File: config.mk
export PLATFORM = sky130hd
export DESIGN_NAME = iob_asym_fifo_ctrl_w_narrow_r_wide
export DESIGN_NICKNAME = d
export VERILOG_FILES = /design/src/rtl/iob_asym_fifo_ctrl_w_narrow_r_wide.sv
export SDC_FILE = /design/constraint.sdc
export NUM_CORES = 1
export LEC_CHECK = 0
export CAP_MARGIN = 20
export CORE_ASPECT_RATIO = 1.2
export CORE_MARGIN = 5
export CORE_UTILIZATION = 35
export DETAILED_ROUTE_END_ITERATION = 12
export DONT_BUFFER_PORTS = 1
export PLACE_DENSITY = 0.58
export SYNTH_ARGS = -nofsm -noshare
export SYNTH_HDL_FRONTEND = slang
export SYNTH_SLANG_ARGS = --single-unit
File: constraint.sdc
create_clock -name clk -period 3.1 [get_ports clk]
set_input_delay 0.775 -clock clk [delete_from_list [all_inputs] [get_ports clk]]
set_output_delay 0.775 -clock clk [all_outputs]
set_load 0.02 [all_outputs]
File: src/rtl/iob_asym_fifo_ctrl_w_narrow_r_wide.sv
// Controller for an asymmetric FIFO: narrow words are pushed one at a time into an
// external dual-port RAM and read back RATIO at a time as one wide word.
module iob_asym_fifo_ctrl_w_narrow_r_wide #(
    parameter int W_DATA_W = 8,
    parameter int R_DATA_W = 32,
    parameter int W_ADDR_W = 8,
    parameter int R_ADDR_W = 6
) (
    input  logic                clk,
    input  logic                rst_n,
    input  logic                push,
    input  logic [W_DATA_W-1:0] push_data,
    input  logic                pop,
    output logic [R_DATA_W-1:0] pop_data,
    output logic                pop_valid,
    output logic                full,
    output logic                empty,
    output logic [W_ADDR_W:0]   level,
    output logic                overflow,
    output logic                underflow,
    output logic                ram_w_en,
    output logic [W_ADDR_W-1:0] ram_w_addr,
    output logic [W_DATA_W-1:0] ram_w_data,
    output logic                ram_r_en,
    output logic [R_ADDR_W-1:0] ram_r_addr,
    input  logic [R_DATA_W-1:0] ram_r_data
);

    localparam int RATIO = R_DATA_W / W_DATA_W;
    localparam logic [W_ADDR_W:0] DEPTH_L = {1'b1, {W_ADDR_W{1'b0}}};
    localparam logic [W_ADDR_W:0] RATIO_L = (W_ADDR_W + 1)'(RATIO);

    logic [W_ADDR_W-1:0] wr_ptr_q, wr_ptr_d;
    logic [R_ADDR_W-1:0] rd_ptr_q, rd_ptr_d;
    logic [W_ADDR_W:0]   level_q, level_d;
    logic                pop_valid_q;
    logic                overflow_q, overflow_d;
    logic                underflow_q, underflow_d;
    logic                push_acc, pop_acc;

    // Flags depend only on the registered level, so a same-cycle pop never frees room.
    assign full  = (level_q == DEPTH_L);
    assign empty = (level_q < RATIO_L);
    assign level = level_q;

    assign push_acc = rst_n && push && !full;
    assign pop_acc  = rst_n && pop && !empty;

    assign ram_w_en   = push_acc;
    assign ram_w_addr = wr_ptr_q;
    assign ram_w_data = push_data;
    assign ram_r_en   = pop_acc;
    assign ram_r_addr = rd_ptr_q;

    assign pop_data  = ram_r_data;
    assign pop_valid = pop_valid_q;
    assign overflow  = overflow_q;
    assign underflow = underflow_q;

    always_comb begin
        wr_ptr_d    = wr_ptr_q;
        rd_ptr_d    = rd_ptr_q;
        level_d     = level_q;
        overflow_d  = overflow_q;
        underflow_d = underflow_q;
        if (push_acc) begin
            wr_ptr_d = wr_ptr_q + 1'b1;
        end
        if (pop_acc) begin
            rd_ptr_d = rd_ptr_q + 1'b1;
        end
        case ({push_acc, pop_acc})
            2'b10:   level_d = level_q + 1'b1;
            2'b01:   level_d = level_q - RATIO_L;
            2'b11:   level_d = level_q + 1'b1 - RATIO_L;
            default: level_d = level_q;
        endcase
        if (push && full) begin
            overflow_d = 1'b1;
        end
        // A partial group (fewer than RATIO words) also counts as an underflow.
        if (pop && empty) begin
            underflow_d = 1'b1;
        end
    end

    always_ff @(posedge clk) begin
        if (!rst_n) begin
            wr_ptr_q    <= '0;
            rd_ptr_q    <= '0;
            level_q     <= '0;
            pop_valid_q <= 1'b0;
            overflow_q  <= 1'b0;
            underflow_q <= 1'b0;
        end else begin
            wr_ptr_q    <= wr_ptr_d;
            rd_ptr_q    <= rd_ptr_d;
            level_q     <= level_d;
            pop_valid_q <= pop_acc;
            overflow_q  <= overflow_d;
            underflow_q <= underflow_d;
        end
    end

endmodule

# --- Word level (Yosys, flattened, before mapping) ---
# Index checks and enable logic that the tools add are counted.
totals:
  ff_bits: 26
  in_bits: 44
  elab_cells: 26
op_classes:
  n_addsub: 5
  order_cmp: 1
  n_eq_ne: 4
  mux: 1
  reduce_logical: 9
op_table:
  columns: ["cell", "n"]
  rows:
  - ["case mux 9 bit (3 select lines)", 1]
  - ["subtractor 9 x 3 -> 9 bit, second input constant", 2]
  - ["adder 9 x 1 -> 9 bit, second input constant", 1]
  - ["== test 9 bit, second input constant", 1]
  - ["less-than comparator 9 x 3 -> 1 bit, second input constant", 1]
  - ["adder 8 x 1 -> 8 bit, second input constant", 1]
  - ["adder 6 x 1 -> 6 bit, second input constant", 1]
  - ["logical AND 1 bit", 6]
  - ["== test 2 bit, second input constant", 2]
  - ["nonzero test 3 bit", 1]
  - ["== test 2 x 1 -> 1 bit, second input constant", 1]
  - ["zero test 1 bit", 2]

# --- Logic depth before layout (Yosys ltp) ---
# Gate-level depths: netlist (run 1).
depth:
  depth_word: 5
  ltp_mapped: 10
  mapped_depth_nobuf: 9

# --- Worst setup path after synthesis (run 1) ---
# Ideal clock, no wire load.
synth_path:
  path_kind: "register to output"
  startpoint: "register level_q[2] (netlist: level[2])"
  endpoint: "output port ram_w_en"
  arrival_ns: 1.682
  setup_slack_ns: 0.643
  stages_incl_launch_ff: 8
  n_path_buf: 2
  cell_sequence: "dfxtp_1 -> clkbuf_1 -> inv_1 -> ha_1 -> nand3_1 -> o211ai_2 -> inv_2 -> buf_2"
synth_via:
  elab_chain_cells: 3
synth_lines:
  columns: ["item", "line", "text"]
  rows:
  - ["start, declared", "35", "logic [W_ADDR_W:0] level_q, level_d;"]
  - ["start signal, assigned", "98", "level_q <= level_d;"]
  - ["== test 9 bit", "42", "assign full = (level_q == DEPTH_L);"]
  - ["zero test 1 bit", "46", "assign push_acc = rst_n && push && !full;"]
  - ["logical AND 1 bit", "46", null]
  - ["end, declared", "21", "output logic ram_w_en,"]
# Every way passes these cells.

# --- Worst setup path after layout (run 1) ---
layout_path:
  startpoint: "register level_q[7] (netlist: level[7])"
  endpoint: "output port ram_r_en"
layout_via:
  elab_chain_cells: 3
layout_lines:
  columns: ["item", "line", "text"]
  rows:
  - ["less-than comparator 9 x 3 -> 1 bit", "43", "assign empty = (level_q < RATIO_L);"]
  - ["zero test 1 bit", "47", "assign pop_acc = rst_n && pop && !empty;"]
  - ["logical AND 1 bit", "47", null]
  - ["end, declared", "24", "output logic ram_r_en,"]
# Every way passes these cells.

==> metrics, run 1 <==
Place WS 734 ps; CP Capture Point ram_r_en; final worst-path cycle share 85.1%; unrepaired setup endpoints after global routing false; Synth Register Bits 26; Buf/Inv on CP 1; leading cell type in the layout, fill and taps excluded dfxtp_1; dominant synthesized flop cell dfxtp_1; number of remaining DRC errors 0; Max Transition Viols Final 0; fill count 612; crit path kind reg2out; RR Startpoint level[3]$_SDFFE_PN0P_; Clock Sinks 26; ANT cells 0; Cell Chain, Critical Path or4_4 > o211ai_4 > inv_4; final worst clock skew 4.36 ps; Cell variety after synth 45; Port Buffers 0; Worst Path Arrival 1860 ps; slowest stage delay, CP 550 ps; CP top delay family simple AND/OR/NAND/NOR gates; Final Critical Period 2640 ps; CP startpoint level[7]$_SDFFE_PN0P_; Post-CTS Setup Repair Bufs 0; Final Setup Violations 0; GRT met3 Usage 3.93%; Slew Limit Headroom 64.4%; cts hold-fix bufs 0; global-route wire length before repair 7310 um; Iteration-0 DRC Markers 134; asr flop ratio synth 0%; GR peak layer met2; Slowest-stage cell, CP or4_4; Bufs on Longest Clock Path 2; post-synth net total 298; initial antenna violation count 0; Routability Congestion 0.842; clk root buf clkbuf_8; First-pass DRT Iterations 4; CTS H-tree depth 1; grt met2 use 20.8%; Achievable Freq 379 MHz; Slew @ Worst Pin 534 ps; CP Max Fanout 16; most frequent cells in the layout dfxtp_1 (26), nand2_1 (21), xnor2_1 (18), nand3_1 (14), and2_1 (13); largest net degree at the start of global routing 28; WL final 4310 um; WP data required 2320 ps; PnR worst setup slack 462 ps; Yosys top cell by area dfxtp_1; startpoint types register; cells on worst reg2reg path 9; post-synthesis cell area 1970 um^2; hold path start ram_w_addr[1]$_SDFFE_PN0P_; die span in y 92.1 um; GRT Util Overall 12.4%; post-CTS resize count 0; ANT nets after route 0; Clock Pin Slew Worst Setup and Hold Paths 100 ps; IO Count 114; Rows 30; Design Power 1.40 mW; synth top area cells dfxtp_1 (26%), buf_4 (15%), xnor2_1 (8.0%); Placed Cells 262; CP endpoint kind output pin; EDFF count, synth 0; via count 1476; Syn. warnings 0; vias in the first global route 1404; Initial Utilization 35.4%; status complete, no violations; synthesis-to-finish area growth -9.60%; met1 global-route usage 13.7%; syn_area_per_cell 8.00 um^2; CTS tree built; fin nets 255; sequential area share after synthesis 26.4%; setup total negative slack 0 ps; r2r setup slk 730 ps; max-cap violations 0; total CTS buffers 3; Leak 0.674 nW; Critical Path Stages 3; share of cells above drive strength 1 8.42%; GRT overflow 0; Mapped Cells 246; Chip Width 78.5 um; worst skew pair latency 280 ps; die area 7230 um^2; drt wl/cell 16.2 um; Core Util, Final 32.0%; CORE AREA 5560 um^2; detailed placement HPWL 3180 um; Pwr per Cell Area 788 nW/um^2; fin cells 266; post-synth top area share 26.4%; endpoints failing hold 0; Worst R2R End ram_w_addr[5]$_SDFFE_PN0P_; peak supply drop 0.000223 V; via density per instance 5.55; Worst Hold Class reg2reg
where the power goes:
group	internal, mW	switching (mW)	total, mW
registers	0.390	0.131	0.521
logic	0.255	0.398	0.653
clock network	0.114	0.114	0.228
registers in the layout, summed over array words and instances (netlist names):
signal      cells
level           9
underflow       1
ram_w_addr      8
ram_r_addr      6
pop_valid       1
overflow        1
cell usage after synthesis, drive strengths merged, types with 2 or more instances:
library cell  number
o211ai             5
nor2              12
and3               3
a21oi             11
buf               45
and4               2
and2              13
or4                2
inv                8
clkbuf             8
o21ai              9
dfxtp             26
or3                3
xor2               3
xnor2             18
a211oi             2
nand2             22
nand3             14
nor2b              2
nor3               3
a31oi              3
ha                 8
mux2i              4
nand4              8
worst reg2reg max path, delay by kind of cell, from the launching register on:
| kind | cells | cell delay [ps] |
|---|---|---|
| fa+ha+maj | 1 | 210 |
| xor+xnor | 1 | 150 |
| compound gates | 1 | 100 |
| flops | 1 | 640 |
| buf+inv | 2 | 520 |
| simple gates | 4 | 660 |
per-layer routing:
layer / share of wire, % / vias up
li1: - / 716
met1: 42 / 687
met2: 47 / 62
met3: 8.4 / 11
met4: 2.7 / 0
met5: 0 / -
worst min path at each step:
stage / endpoint / depth (start not counted)
floorplan: ram_w_addr[1]$_SDFFE_PN0P_ / 2
global placement: ram_r_addr[5]$_SDFFE_PN0P_ / 2
detailed placement: ram_w_addr[1]$_SDFFE_PN0P_ / 2
CTS: ram_w_addr[1]$_SDFFE_PN0P_ / 2
global route: ram_r_addr[4]$_SDFFE_PN0P_ / 1
finish: ram_w_addr[1]$_SDFFE_PN0P_ / 2
cells by family (layout without fill, tap and decap cells):
group	count (synthesis)	count (layout)	share of synthesized area [%]
buffers and inverters	61	17	20.0
adder cells (fa/ha/maj)	8	8	5.09
AO/OA/AOI/OAI	39	39	13.7
multiplexers	4	4	2.03
flip-flops	26	26	26.4
XOR/XNOR	21	21	9.35
AND/OR/NAND/NOR	87	87	23.4
metrics by stage:
stage                     instance area [um^2]  hold WS [ps]
after floorplan                           1970           556
after global placement                    1720           579
after detailed placement                  1720           583
after CTS                                 1780           599
after global routing                      1780           600
final                                     1780           593
layout make-up:
cell class / instances / area, um^2 / share of cell area (%)
repair buffers: 5 / 37.5 / 2.11
flip-flops and latches: 26 / 520 / 29.3
well taps: 64 / 80.1 / 4.50
inverters: 8 / 32.5 / 1.83
multi-input cells: 159 / 1050 / 59.2
clock buffers: 4 / 55.1 / 3.09
(Power assumes the default switching activity.)
==> run 2, diff against run 1 <==
Settings changed: REMOVE_ABC_BUFFERS set to 1.
==> run 2 against run 1 <==
Critical path depth grew 2. Worst hold slack gained 7.6 ps. Non-clock buffer count increased by 2. Register-to-register slack lost 80 ps. Largest power group unchanged. Highest routed layer is now met5.
==> metrics, run 2 (synthesis gave the netlist of run 1 again) <==
IO Count 114; largest net degree at the start of global routing 28; ANT cells 0; Leak 0.685 nW; NetSw 0.642 mW; WL final 6120 um; CP endpoint kind output pin; setup total negative slack 0 ps; post-CTS resize count 0; Rows 30; crit path kind reg2out; endpoints failing hold 0; clk root buf clkbuf_8; Routability Congestion 0.873; WP data required 2320 ps; startpoint types register; ANT nets after route 0; cts hold-fix bufs 0; CTS tree built; Final Setup Violations 0; Clock Sinks 26; Chip Width 78.5 um; Worst Path Arrival 1880 ps; unrepaired setup endpoints after global routing false; GRT overflow 0; Initial Utilization 35.4%; die area 7230 um^2; final worst clock skew 6.24 ps; max-cap violations 0; GR peak layer met2; worst skew pair latency 270 ps; initial antenna violation count 0; Max Transition Viols Final 0; final worst-path cycle share 85.5%; met1 global-route usage 21.3%; total CTS buffers 3; status complete, no violations; number of remaining DRC errors 0; Worst Hold Class reg2reg; CORE AREA 5560 um^2; CTS H-tree depth 1; fill count 605; Final Critical Period 2650 ps; FF+latch area 520 um^2; RR Startpoint level[2]$_SDFFE_PN0P_; vias in the first global route 1491; Clock Pin Slew Worst Setup and Hold Paths 100 ps; Internal 0.766 mW; CP Max Fanout 13; GRT met3 Usage 13.8%; grt met2 use 22.1%; Achievable Freq 377 MHz; share of cells above drive strength 1 9.31%; Iteration-0 DRC Markers 71; peak supply drop 0.000260 V; Sequential Power Share 35.3%; Combinational Power Share 48.6%; Final Hold Slack 600 ps; Sw Ratio 45.6%; fin nets 257; global-route wire length before repair 9300 um; clock group share of total power 16.1%; most frequent cells in the layout dfxtp_1 (26), nand2_1 (21), xnor2_1 (18), nand3_1 (14), and2_1 (13); Bufs on Longest Clock Path 2; Slew Limit Headroom 64.1%; leading cell type in the layout, fill and taps excluded dfxtp_1; First-pass DRT Iterations 4; synthesis-to-finish area growth -8.84%; max reg flops 9; CP startpoint level[2]$_SDFFE_PN0P_; detailed placement HPWL 4720 um; Slew @ Worst Pin 538 ps; Multi-input gate area 1050 um^2; via density per instance 5.79; Place WS 688 ps; Pwr per Cell Area 785 nW/um^2; drt wl/cell 22.8 um; die span in y 92.1 um; Post-CTS Setup Repair Bufs 0; GRT Util Overall 17.2%; PnR worst setup slack 449 ps; hold path start ram_w_addr[1]$_SDFFE_PN0P_; via count 1553; Port Buffers 0
## run 2: area by class of cell
type,instances,share of cell area [%]
multi-input combinational,159,58.7
timing repair buffer,7,2.93
clock buffer,4,3.07
inverter,8,1.81
sequential,26,29.0
tap,64,4.46
## run 2: stage by stage
| step | power [mW] | std cells | utilization (%) | cell area (um^2) |
|---|---|---|---|---|
| 6_report | 1.41 | 268 | 32.3 | 1790 |
| 5_1_grt | 1.52 | 268 | 32.3 | 1790 |
| 4_1_cts | 1.43 | 268 | 32.3 | 1790 |
| 3_5_place_dp | 1.19 | 264 | 31.3 | 1740 |
| 3_3_place_gp | 1.19 | 264 | 31.3 | 1740 |
| 2_1_floorplan | 1.02 | 193 | - | 1610 |
## run 2: path summary, 6_finish.rpt
kind | slack [ps] | cells past startpoint | endpoint
hold reg to reg | 600 | 2 | ram_w_addr[1]$_SDFFE_PN0P_
setup / recovery | 450 | 5 | ram_w_en
setup reg to reg | 650 | 7 | level[8]$_SDFFE_PN0P_
hold / removal | 600 | 2 | ram_w_addr[1]$_SDFFE_PN0P_
## run 2: power groups by stage
stage | clock network (mW) | registers, mW | logic [mW]
after floorplan | 0 | 0.550 | 0.471
after global placement | 0 | 0.506 | 0.686
after detailed placement | 0 | 0.506 | 0.688
after CTS | 0.236 | 0.498 | 0.693
after global routing | 0.247 | 0.510 | 0.759
final | 0.226 | 0.498 | 0.684
## run 2: per-layer routing
layer / vias to the layer above / routed length (um)
met5: - / 72
met4: 4 / 49
met3: 8 / 1110
met2: 109 / 2360
met1: 711 / 2530
li1: 721 / -
## run 2: worst max-delay path, cell delays in order (launching register included)
cell and delay, ps:
dfxtp_1 670, inv_1 200, ha_1 240, nand3_1 110
o211ai_2 100, inv_2 280
